**config.mk**
```make
export PLATFORM = sky130hd
export DESIGN_NAME = clock_time_ctrl
export DESIGN_NICKNAME = d
export VERILOG_FILES = /design/src/rtl/clock_time_ctrl.sv
export SDC_FILE = /design/constraint.sdc
export NUM_CORES = 1
export LEC_CHECK = 0
export BUFFER_PORTS_ARGS = -buffer_cell sky130_fd_sc_hd__buf_2
export CORE_ASPECT_RATIO = 0.5
export CORE_MARGIN = 10
export CORE_UTILIZATION = 54
export CTS_BUF_LIST = sky130_fd_sc_hd__clkbuf_8 sky130_fd_sc_hd__clkbuf_16
export CTS_CLUSTER_SIZE = 28
export DETAILED_ROUTE_END_ITERATION = 7
export PLACE_DENSITY = 0.77
export SYNTH_ARGS = -nofsm -noshare
export SYNTH_HDL_FRONTEND = slang
export SYNTH_SLANG_ARGS = --single-unit
```
**constraint.sdc**
```tcl
create_clock -name clk -period 2.2 [get_ports clk]
set_clock_uncertainty 0.15 [all_clocks]
set_input_delay 0.44 -clock clk [delete_from_list [all_inputs] [get_ports clk]]
set_output_delay 0.44 -clock clk [all_outputs]
set_load 0.02 [all_outputs]
```
**src/rtl/clock_time_ctrl.sv**
```systemverilog
// Time-of-day controller: 1 Hz tick prescaler, button-driven set-mode FSM, and
// load-strobe generation for the 12-hour BCD time counter.
//   state  | meaning
//   RUN    | counter runs on ena; btn_mode starts an edit
//   SET_HH | editing hour (blinking)
//   SET_MM | editing minute (blinking)
//   COMMIT | one-cycle load of the edited time
module clock_time_ctrl #(
  parameter int TICK_DIV      = 100000000,
  parameter int BLINK_DIV     = 50000000,
  parameter int TIMEOUT_TICKS = 30
) (
  input  logic       clk,
  input  logic       reset,
  input  logic       btn_mode,
  input  logic       btn_inc,
  input  logic [7:0] cur_hh,
  input  logic [7:0] cur_mm,
  input  logic       cur_pm,
  output logic       ena,
  output logic       load,
  output logic [7:0] load_hh,
  output logic [7:0] load_mm,
  output logic       load_pm,
  output logic [1:0] set_mode,
  output logic       blink
);

  typedef enum logic [1:0] {RUN = 2'd0, SET_HH = 2'd1, SET_MM = 2'd2, COMMIT = 2'd3} state_t;

  localparam int PW = $clog2(TICK_DIV);
  localparam int BW = (BLINK_DIV > 1) ? $clog2(BLINK_DIV) : 1;
  localparam int TW = $clog2(TIMEOUT_TICKS + 1);

  state_t        state;
  logic [PW-1:0] presc;
  logic [BW-1:0] bcnt;
  logic [TW-1:0] tmo;
  logic [7:0]    hh, mm;
  logic          pm;
  logic          presc_wrap;
  logic [7:0]    hh_inc, mm_inc;

  assign presc_wrap = (presc == PW'(TICK_DIV - 1));

  always_comb begin
    hh_inc = hh + 8'h01;
    if (hh == 8'h12)      hh_inc = 8'h01;
    else if (hh == 8'h09) hh_inc = 8'h10;
    mm_inc = mm + 8'h01;
    if (mm == 8'h59)           mm_inc = 8'h00;
    else if (mm[3:0] == 4'h9)  mm_inc = {mm[7:4] + 4'h1, 4'h0};
  end

  always_ff @(posedge clk) begin
    if (reset) begin
      state <= RUN;
      presc <= '0;
      bcnt  <= '0;
      tmo   <= '0;
      hh    <= 8'h12;
      mm    <= 8'h00;
      pm    <= 1'b0;
      ena   <= 1'b0;
      load  <= 1'b0;
      blink <= 1'b0;
    end else begin
      ena   <= 1'b0;
      load  <= 1'b0;
      presc <= presc_wrap ? '0 : presc + 1'b1;
      case (state)
        RUN: begin
          blink <= 1'b0;
          bcnt  <= '0;
          if (btn_mode) begin
            hh    <= cur_hh;
            mm    <= cur_mm;
            pm    <= cur_pm;
            tmo   <= '0;
            blink <= 1'b1;
            state <= SET_HH;
          end else begin
            // registered tick: fires in the cycle the prescaler sits at TICK_DIV-1
            ena <= (presc == PW'(TICK_DIV - 2));
          end
        end
        SET_HH, SET_MM: begin
          if (bcnt == BW'(BLINK_DIV - 1)) begin
            bcnt  <= '0;
            blink <= ~blink;
          end else begin
            bcnt <= bcnt + 1'b1;
          end
          if (btn_mode) begin
            tmo  <= '0;
            bcnt <= '0;
            if (state == SET_HH) begin
              blink <= 1'b1;
              state <= SET_MM;
            end else begin
              blink <= 1'b0;
              load  <= 1'b1;
              state <= COMMIT;
            end
          end else if (btn_inc) begin
            tmo <= '0;
            if (state == SET_HH) begin
              hh <= hh_inc;
              if (hh == 8'h11) pm <= ~pm;
            end else begin
              mm <= mm_inc;
            end
          end else if (presc_wrap) begin
            // abandon the edit; prescaler keeps its phase
            if ((tmo + 1'b1) == TW'(TIMEOUT_TICKS)) begin
              tmo   <= '0;
              bcnt  <= '0;
              blink <= 1'b0;
              state <= RUN;
            end else begin
              tmo <= tmo + 1'b1;
            end
          end
        end
        COMMIT: begin
          presc <= '0;
          bcnt  <= '0;
          blink <= 1'b0;
          state <= RUN;
        end
        default: state <= RUN;
      endcase
    end
  end

  assign set_mode = state;
  assign load_hh  = hh;
  assign load_mm  = mm;
  assign load_pm  = pm;

endmodule

```
==> run_results.csv, run 1 <==
group,metric,value,unit
sta,hold_violations,0,
min_path,holdCritPathClass,"input pin to register",
yosys,synth_compound_gate_area_share,13.2,%
drt,drt-initial-drc-count,240,
placed_design,gp_congestion,0.929,
worst_setup_path,required,2.28,ns
power,p_per_area,1050,nW/um^2
sta,rsz0062_at_grt,"yes",
drt,wl_per_cell,14.8,um
yosys,synth_top_area_share,36.4,%
sta,fin_crit,2.15,ns
drt,vias_per_cell,5.57,
worst_setup_path,reg2reg_from,"tmo[1]",
clock_network,clock_latency,0.34,ns
layout,insertedDiodeCount,0,
sta,max_freq,0.465,GHz
global_route,grt_overflow_total,0,
clock_network,clock-sinks,80,
layout,layout_commonest_cell,"nor2_1",
floorplan,die_area,12400,sq um
yosys,synth-seq-cells,80,
global_route,grt_pass1_wl,17.9,mm
min_path,hold_path_end,"load_pm",
run,drv_cap,0,
yosys,synth_edf_count,0,
sta,drv_slew,0,
yosys,synthArstFlopShare,0,%
layout,n_fill_cell,644,
power,combPwrFrac,40.1,%
worst_setup_path,start_kind,"register",
power,ir_worst_vdd,0.000571,V
yosys,synth_xor_area_share,9.56,%
sta,worstMarginPinSlew,0.613,ns
drt,drt_wl_total,10.8,mm
yosys,syn_area_per_cell,8.28,sq um
yosys,mappedNetlistArea,4400,sq um
worst_setup_path,startpoint,"tmo[1]",
yosys,synth_cells,531,
floorplan,start_util,55.2,%
min_path,hp-start,"cur_pm",
drt,firstDrtPassIters,5,
floorplan,pin_count,43,
worst_setup_path,cp.arrival,2.24,ns
worst_setup_path,worstSetupPathType,"register to register",
sta,min_period_over_period,97.8,%
clock_network,cts_hold_buf,0,
clock_network,cts_max_level,3,
yosys,ys_types,69,
yosys,yosysSeqAreaShare,36.4,%
worst_setup_path,r2r_slack,0.05,ns
yosys,yosys_warnings,0,
yosys,synthMuxAreaShare,1.37,%
power,switchingPower,2140,uW
clock_network,clk_path_buf_depth,2,
power,sw_frac_of_total,37.2,%
power,internal-power,3620,uW
power,pwr-share-clk,27.4,%
floorplan,die_h,83.8,um
yosys,yosys-top-cells-area,"dfxtp_1 (36%), nor2_1 (6.7%), xnor2_1 (4.8%)",
yosys,synth_top_family_by_area,"simple AND/OR/NAND/NOR gates",
layout,area_growth,25.2,%
yosys,synth_top_area_cell,"dfxtp_1",
yosys,synth_nets,568,
yosys,synth_fa_ha_area_share,4.55,%
yosys,synth-main-ff-cell,"dfxtp_1",
min_path,worstHoldPathCells,3,
clock_network,cts_tree,"done",
worst_setup_path,reg2reg_depth,7,
clock_network,root_buffer,"clkbuf_16",
global_route,track_usage,16.9,%
drt,drcViolationCount,0,
placed_design,dp_hpwl,7.35,mm
clock_network,clk_pin_slew_worst_paths,0.06,ns
layout,stdcell_area,5510,sq um
floorplan,rows,23,
worst_setup_path,cp-end-kind,"register",
floorplan,die_x,148,um
sta,fin_hold_ws,0.230,ns
worst_setup_path,critical_path.max_fanout,13,
drt,via_count,4069,
yosys,synth-simple-area-share,30.3,%
placed_design,port_buffers,42,
power,p_seq_share,32.5,%
worst_setup_path,reg2reg_to,"bcnt[3]",
layout,fin_nets,651,
floorplan,coreArea,7970,sq um
power,p_leak,0.00212,uW
layout,final_cell_mix,"nor2_1 (77), dfxtp_1 (74), buf_4 (49)",
outcome,status,"finished clean",
clock_network,cts_buffers,9,
global_route,antenna_found_initial,0,
global_route,grt_max_degree,28,
sta,slew_headroom,58.8,%
sta,finalSetupViolCount,0,
global_route,grt_pass1_vias,3808,
layout,drive_above_1_share,22.6,%
placed_design,placed_area,5050,sq um
layout,final_core_util,69.1,%
drt,drtAntennaViolNets,0,
[per-stage QoR]
| step | TNS, ns | cells | total power (uW) | worst slack (ns) |
|---|---|---|---|---|
| 3_3_place_gp | -0.176 | 711 | 4020 | -0.00893 |
| 5_1_grt | -0.816 | 731 | 6090 | -0.0464 |
| 3_5_place_dp | -0.575 | 711 | 4060 | -0.0301 |
| 4_1_cts | 0 | 728 | 5670 | 0.0122 |
| 2_1_floorplan | 0 | 531 | 3300 | 0.0160 |
| 6_report | 0 | 731 | 5760 | 0.0476 |
[power by group through the flow]
stage                     Combinational [uW]  Clock (uW)  Sequential (uW)
after global routing                    2540        1640             1910
final                                   2310        1580             1870
after detailed placement                2180           0             1890
after global placement                  2140           0             1890
after floorplan                         1250           0             2050
after CTS                               2210        1600             1860
[sequential cells by signal, indices dropped and copies added (netlist names)]
signal / cells
bcnt: 26
blink: 1
load: 1
set_mode: 2
load_pm: 1
tmo: 5
load_hh: 8
ena: 1
presc: 27
load_mm: 8
[how the worst max path moves through the flow]
stage                 end  slack [ns]  cells past startpoint
2_1_floorplan  load_mm[7]        0.02                      6
3_3_place_gp     bcnt[21]      -0.009                      8
3_5_place_dp     bcnt[18]       -0.03                      8
4_1_cts        load_hh[1]        0.01                      7
5_1_grt           bcnt[5]       -0.05                      8
6_report          bcnt[3]        0.05                      7
[critical path, cell delays in order (launching register included)]
cell and delay, ns:
dfxtp_1 0.39, buf_4 0.15, nand3b_1 0.12, a211o_1 0.36, a2111oi_4 0.42, or4_4 0.24, clkbuf_16 0.16, nor2_1 0.05
[cells in the mapped netlist (all sizes together) (7+ instances only)]
library cell  number
buf                7
a31oi              9
nand3             38
o21ai             17
clkbuf            14
xor2              24
ha                16
and3              11
xnor2             24
nor2b              8
and4               7
a21oi             18
nand4             18
inv               25
nor3              11
nor2              78
dfxtp             80
nor4              12
nand2             30
[cells by family (layout without fill, tap and decap cells)]
logic type	after synthesis	count (layout)
flops	80	80
compound gates	83	83
mux	6	6
fa+ha+maj	16	16
xor+xnor	48	48
buf+inv	48	136
simple gates	250	250
[layer usage]
layer | share of wire (%) | up-vias | track usage (%)
met2 | 48 | 87 | 27.8
met3 | 3.6 | 18 | 4.33
met1 | 46 | 1898 | 21.1
li1 | - | 2066 | -
met4 | 1.7 | 0 | 5.64
met5 | 0 | - | 0
[final cells by class]
type                       instances  area [sq um]  area share [%]
timing repair buffer              94           643            11.7
clock inverter                     3          38.8           0.704
multi-input combinational        403          2690            48.9
tap                              112           140            2.54
inverter                          26          97.6            1.77
clock buffer                      13           280            5.09
sequential                        80          1610            29.3
[repair_timing]
| item | 4_1_cts | 5_1_grt |
|---|---|---|
| endpoints found under the setup margin | 26 | 71 |
| pin swaps | 3 | 8 |
| gates cloned | 0 | 1 |
| buffers inserted | 1 | 2 |
| gates resized for setup | 3 | 19 |
(Power assumes the default switching activity.)
==> run 2, diff against run 1 <==
--- a/config.mk
+++ b/config.mk
@@ -8,11 +8,11 @@
 export BUFFER_PORTS_ARGS = -buffer_cell sky130_fd_sc_hd__buf_2
 export CORE_ASPECT_RATIO = 0.5
 export CORE_MARGIN = 10
-export CORE_UTILIZATION = 54
+export CORE_UTILIZATION = 64
 export CTS_BUF_LIST = sky130_fd_sc_hd__clkbuf_8 sky130_fd_sc_hd__clkbuf_16
 export CTS_CLUSTER_SIZE = 28
 export DETAILED_ROUTE_END_ITERATION = 7
-export PLACE_DENSITY = 0.77
+export PLACE_DENSITY = 0.85
 export SYNTH_ARGS = -nofsm -noshare
 export SYNTH_HDL_FRONTEND = slang
 export SYNTH_SLANG_ARGS = --single-unit
==> constraint.sdc (replaced) <==
create_clock -name clk -period 2.5 [get_ports clk]
set_clock_uncertainty 0.15 [all_clocks]
set_input_delay 0.5 -clock clk [delete_from_list [all_inputs] [get_ports clk]]
set_output_delay 0.5 -clock clk [all_outputs]
set_load 0.02 [all_outputs]
==> run_results.csv, run 2 (same netlist as run 1, synthesis figures left out) <==
group,metric,value,unit
worst_setup_path,worstSetupPathType,"register to register",
drt,wl_per_cell,15.0,um
sta,max_freq,0.430,GHz
outcome,status,"finished clean",
sta,min_period_over_period,93.1,%
sta,hold_violations,0,
floorplan,pin_count,43,
run,drv_cap,0,
clock_network,root_buffer,"clkbuf_16",
placed_design,port_buffers,42,
drt,vias_per_cell,5.93,
layout,insertedDiodeCount,0,
sta,finalSetupViolCount,0,
floorplan,die_area,10800,sq um
sta,slew_headroom,55.4,%
power,p_total,4640,uW
layout,area_growth,14.4,%
layout,top_regs,"presc: 27 flops, bcnt: 26 flops",
power,ir_worst_vdd,0.000554,V
global_route,antenna_found_initial,0,
floorplan,coreArea,6670,sq um
clock_network,cts_buffers,9,
floorplan,die_h,78.6,um
worst_setup_path,cp.arrival,2.44,ns
worst_setup_path,start_kind,"register",
layout,top_register,"presc",
sta,fin_crit,2.33,ns
global_route,track_usage,19.2,%
placed_design,dp_hpwl,7.22,mm
global_route,grt_pass1_wl,17.4,mm
drt,drtAntennaViolNets,0,
layout,fin_nets,616,
sta,final.setup.tns,0,ns
min_path,holdCritPathClass,"input pin to register",
clock_network,cts_tree,"done",
clock_network,clock_latency,0.34,ns
clock_network,cts_max_level,3,
clock_network,clk_pin_slew_worst_paths,0.06,ns
clock_network,clock-sinks,80,
power,p_leak,0.00188,uW
layout,final_cell_mix,"dfxtp_1 (80), nor2_1 (77), buf_2 (42)",
placed_design,dp_cells,660,
layout,instances_no_fill,675,
sta,fin_hold_ws,0.276,ns
placed_design,gp_congestion,0.895,
global_route,grt_max_degree,28,
clock_network,clk_path_buf_depth,2,
clock_network,cts_setup_buffers,0,
power,p_per_area,922,nW/um^2
worst_setup_path,cp-end-kind,"register",
global_route,grt_overflow_total,0,
layout,drive_above_1_share,14.8,%
worst_setup_path,required,2.61,ns
layout,layout_commonest_cell,"dfxtp_1",
drt,firstDrtPassIters,5,
drt,drt_wl_total,10.1,mm
sta,rsz0062_at_grt,"no",
drt,drt-initial-drc-count,238,
drt,drcViolationCount,0,
sta,drv_slew,0,
global_route,grt_pass1_vias,3810,
floorplan,start_util,65.9,%
floorplan,die_x,137,um
layout,largest_reg_flops,27,
worst_setup_path,critical_path.max_fanout,8,
drt,via_count,4000,
floorplan,rows,21,
sta,worstMarginPinSlew,0.664,ns
run 2: changes by cell type in the layout (fill, tap and decap cells not counted), moves of 2 or more:
| cell | before | now |
|---|---|---|
| dfxtp_4 | 2 | 0 |
| dfxtp_2 | 4 | 0 |
| clkinv_2 | 1 | 3 |
| clkbuf_8 | 4 | 0 |
| buf_4 | 49 | 16 |
| inv_2 | 3 | 1 |
| ha_1 | 12 | 16 |
| ha_4 | 3 | 0 |
| dfxtp_1 | 74 | 80 |
| inv_1 | 23 | 26 |
run 2: timing repair:
item / 4_1_cts / 5_1_grt
resized for setup: 0 / 2
setup endpoints to repair: 0 / 28
hold buffers: 0 / 0
run 2: metrics by stage:
stage	area, sq um	util, %	worst slack [ns]
after floorplan	4400	-	0.0572
after global placement	4760	71.3	0.245
after detailed placement	4760	71.3	0.154
after CTS	5020	75.2	0.139
after global routing	5030	75.4	0.0484
final	5030	75.4	0.173
run 2: where the power goes:
| group | leakage, uW | internal, uW | switching (uW) |
|---|---|---|---|
| sequential | 0.000649 | 1430 | 225 |
| clock | 0.000133 | 653 | 488 |
| combinational | 0.00109 | 732 | 1100 |
| total | 0.00188 | 2820 | 1820 |
run 2: metal layers:
layer | routed length [um] | part of all wire (%) | track usage, %
met5 | 0 | 0 | 0
met4 | 79 | 0.78 | 5.54
met3 | 530 | 5.2 | 5.53
met2 | 5110 | 50 | 33.3
met1 | 4430 | 44 | 22.5
run 2: final timing paths:
kind               startpoint  depth (start not counted)       to  slack (ns)
setup / recovery  set_mode[1]                          6   tmo[0]        0.17
hold / removal         cur_pm                          3  load_pm        0.28
setup reg to reg  set_mode[1]                          6   tmo[0]        0.17
hold reg to reg       bcnt[0]                          1  bcnt[0]        0.32
run 2: worst max-delay path, stage by stage, from the launching register on:
cell and delay [ns]:
dfxtp_1 0.39, inv_1 0.11, ha_1 0.46, nand2b_1 0.18, or2_2 0.34, or4_1 0.47
a21oi_1 0.16
run 2: cell type report:
type	count	area, sq um
clock buffers	9	225
clock inverters	6	30.0
fillers	483	1640
inverters	26	97.6
multi-input cells	403	2610
flip-flops and latches	80	1600
well taps	92	115
repair buffers	59	350
==> run 3, diff against run 2 <==
--- a/config.mk
+++ b/config.mk
@@ -12,7 +12,7 @@
 export CTS_BUF_LIST = sky130_fd_sc_hd__clkbuf_8 sky130_fd_sc_hd__clkbuf_16
 export CTS_CLUSTER_SIZE = 28
 export DETAILED_ROUTE_END_ITERATION = 7
-export PLACE_DENSITY = 0.85
+export PLACE_DENSITY_LB_ADDON = 0.25
 export SYNTH_ARGS = -nofsm -noshare
 export SYNTH_HDL_FRONTEND = slang
 export SYNTH_SLANG_ARGS = --single-unit
==> run_results.csv, run 3 (same netlist as run 1, synthesis figures left out) <==
group,metric,value,unit
floorplan,coreArea,6670,sq um
sta,fin_crit,2.30,ns
worst_setup_path,reg2reg_from,"presc[8]",
global_route,grt_overflow_total,0,
placed_design,port_buffers,42,
drt,wl_per_cell,15.3,um
sta,rsz0062_at_grt,"no",
layout,area_growth,14.6,%
worst_setup_path,cp-endpoint,"tmo[0]",
sta,setup_ws,0.199,ns
sta,max_freq,0.435,GHz
drt,drt_wl_total,10.3,mm
clock_network,clk_pin_slew_worst_paths,0.06,ns
clock_network,clk_path_buf_depth,2,
worst_setup_path,start_kind,"register",
worst_setup_path,path_buf_inv,0,
clock_network,clock_latency,0.34,ns
worst_setup_path,cp-end-kind,"register",
sta,min_period_over_period,92.0,%
drt,firstDrtPassIters,5,
sta,drv_slew,0,
layout,layout_commonest_cell,"dfxtp_1",
sta,finalSetupViolCount,0,
drt,drtAntennaViolNets,0,
placed_design,place_ws,0.130,ns
power,p_per_area,927,nW/um^2
clock_network,cts_hold_buf,0,
clock_network,root_buffer,"clkbuf_16",
floorplan,die_area,10800,sq um
power,ir_worst_vdd,0.000457,V
worst_setup_path,crit_cells,5,
worst_setup_path,worstSetupPathType,"register to register",
layout,top_register,"presc",
global_route,grt_pass1_vias,3765,
floorplan,pin_count,43,
layout,largest_reg_flops,27,
worst_setup_path,cp.arrival,2.41,ns
worst_setup_path,cp_top_family,"simple AND/OR/NAND/NOR gates",
drt,vias_per_cell,5.93,
outcome,status,"finished clean",
clock_network,cts_resized,0,
worst_setup_path,reg2reg_depth,5,
worst_setup_path,path_cells,"nor4bb_1, nand2_1, or3_4, or4_1, a21oi_1",
layout,top_regs,"presc: 27 flops, bcnt: 26 flops",
worst_setup_path,required,2.61,ns
layout,n_fill_cell,514,
worst_setup_path,reg2reg_to,"tmo[0]",
sta,final.setup.tns,0,ns
sta,fin_hold_ws,0.289,ns
clock_network,cts_max_level,3,
global_route,antenna_found_initial,0,
layout,multi_input_area,2620,sq um
worst_setup_path,startpoint,"presc[8]",
global_route,grt_max_degree,28,
global_route,grt_pass1_wl,17.5,mm
worst_setup_path,critical_path.max_fanout,7,
floorplan,die_h,78.6,um
worst_setup_path,cp_slowest_cell,"or4_1",
drt,drt-initial-drc-count,241,
min_path,holdCritPathClass,"input pin to register",
layout,insertedDiodeCount,0,
clock_network,cts_tree,"done",
sta,slew_headroom,56.3,%
floorplan,start_util,65.9,%
clock_network,cts_buffers,9,
drt,drcViolationCount,0,
worst_setup_path,max_stage_delay,0.52,ns
sta,hold_violations,0,
global_route,track_usage,19.6,%
placed_design,gp_congestion,0.890,
floorplan,rows,21,
layout,register_area,1600,sq um
drt,via_count,3988,
placed_design,dp_hpwl,7.14,mm
worst_setup_path,r2r_slack,0.20,ns
layout,fin_nets,615,
clock_network,clock-sinks,80,
floorplan,die_x,137,um
layout,final_cell_mix,"dfxtp_1 (79), nor2_1 (77), buf_2 (42)",
layout,drive_above_1_share,14.6,%
run,drv_cap,0,
clock_network,cts_setup_buffers,0,
sta,worstMarginPinSlew,0.654,ns
power,p_leak,0.00188,uW
-- run 3: worst min-delay path by stage --
stage          startpoint       to  cells past startpoint
6_report           cur_pm  load_pm                      3
4_1_cts            cur_pm  load_pm                      3
2_1_floorplan     bcnt[0]  bcnt[0]                      1
3_5_place_dp      bcnt[0]  bcnt[0]                      1
3_3_place_gp      bcnt[0]  bcnt[0]                      1
5_1_grt            cur_pm  load_pm                      3
-- run 3: layer usage --
layer  global-route usage [%]  up-vias  share of wire, %
met3                     6.29       26               5.6
met4                     7.53        0               2.2
met5                        0        -                 0
met1                     23.1     1874                44
li1                         -     1988                 -
met2                     32.7      100                48
-- run 3: power breakdown --
| part | leakage [uW] | internal [uW] | switching, uW |
|---|---|---|---|
| logic | 0.00109 | 709 | 1080 |
| clock network | 0.000146 | 747 | 476 |
| registers | 0.000649 | 1430 | 235 |
| total | 0.00188 | 2890 | 1790 |
-- run 3: per-stage QoR --
stage / total power, uW / util [%] / cell area, sq um / instances
after floorplan: 2900 / - / 4400 / 531
after global placement: 3400 / 71.2 / 4750 / 659
after detailed placement: 3420 / 71.2 / 4750 / 659
after CTS: 4670 / 75.3 / 5020 / 673
after global routing: 4980 / 75.6 / 5040 / 673
final: 4680 / 75.6 / 5040 / 673
-- run 3: worst register-to-register path, delay by kind of cell, from the launching register on --
family / cells / cell delay (ns)
and+or+nand+nor: 4 / 1.53
DFF: 1 / 0.37
AOI/OAI and AO/OA: 1 / 0.16
-- run 3: area by class of cell --
cell class / instances / share of cell area, %
multi-input combinational: 403 / 51.8
clock buffer: 9 / 4.47
tap: 92 / 2.28
clock inverter: 5 / 0.893
sequential: 80 / 31.8
timing repair buffer: 58 / 6.80
inverter: 26 / 1.94
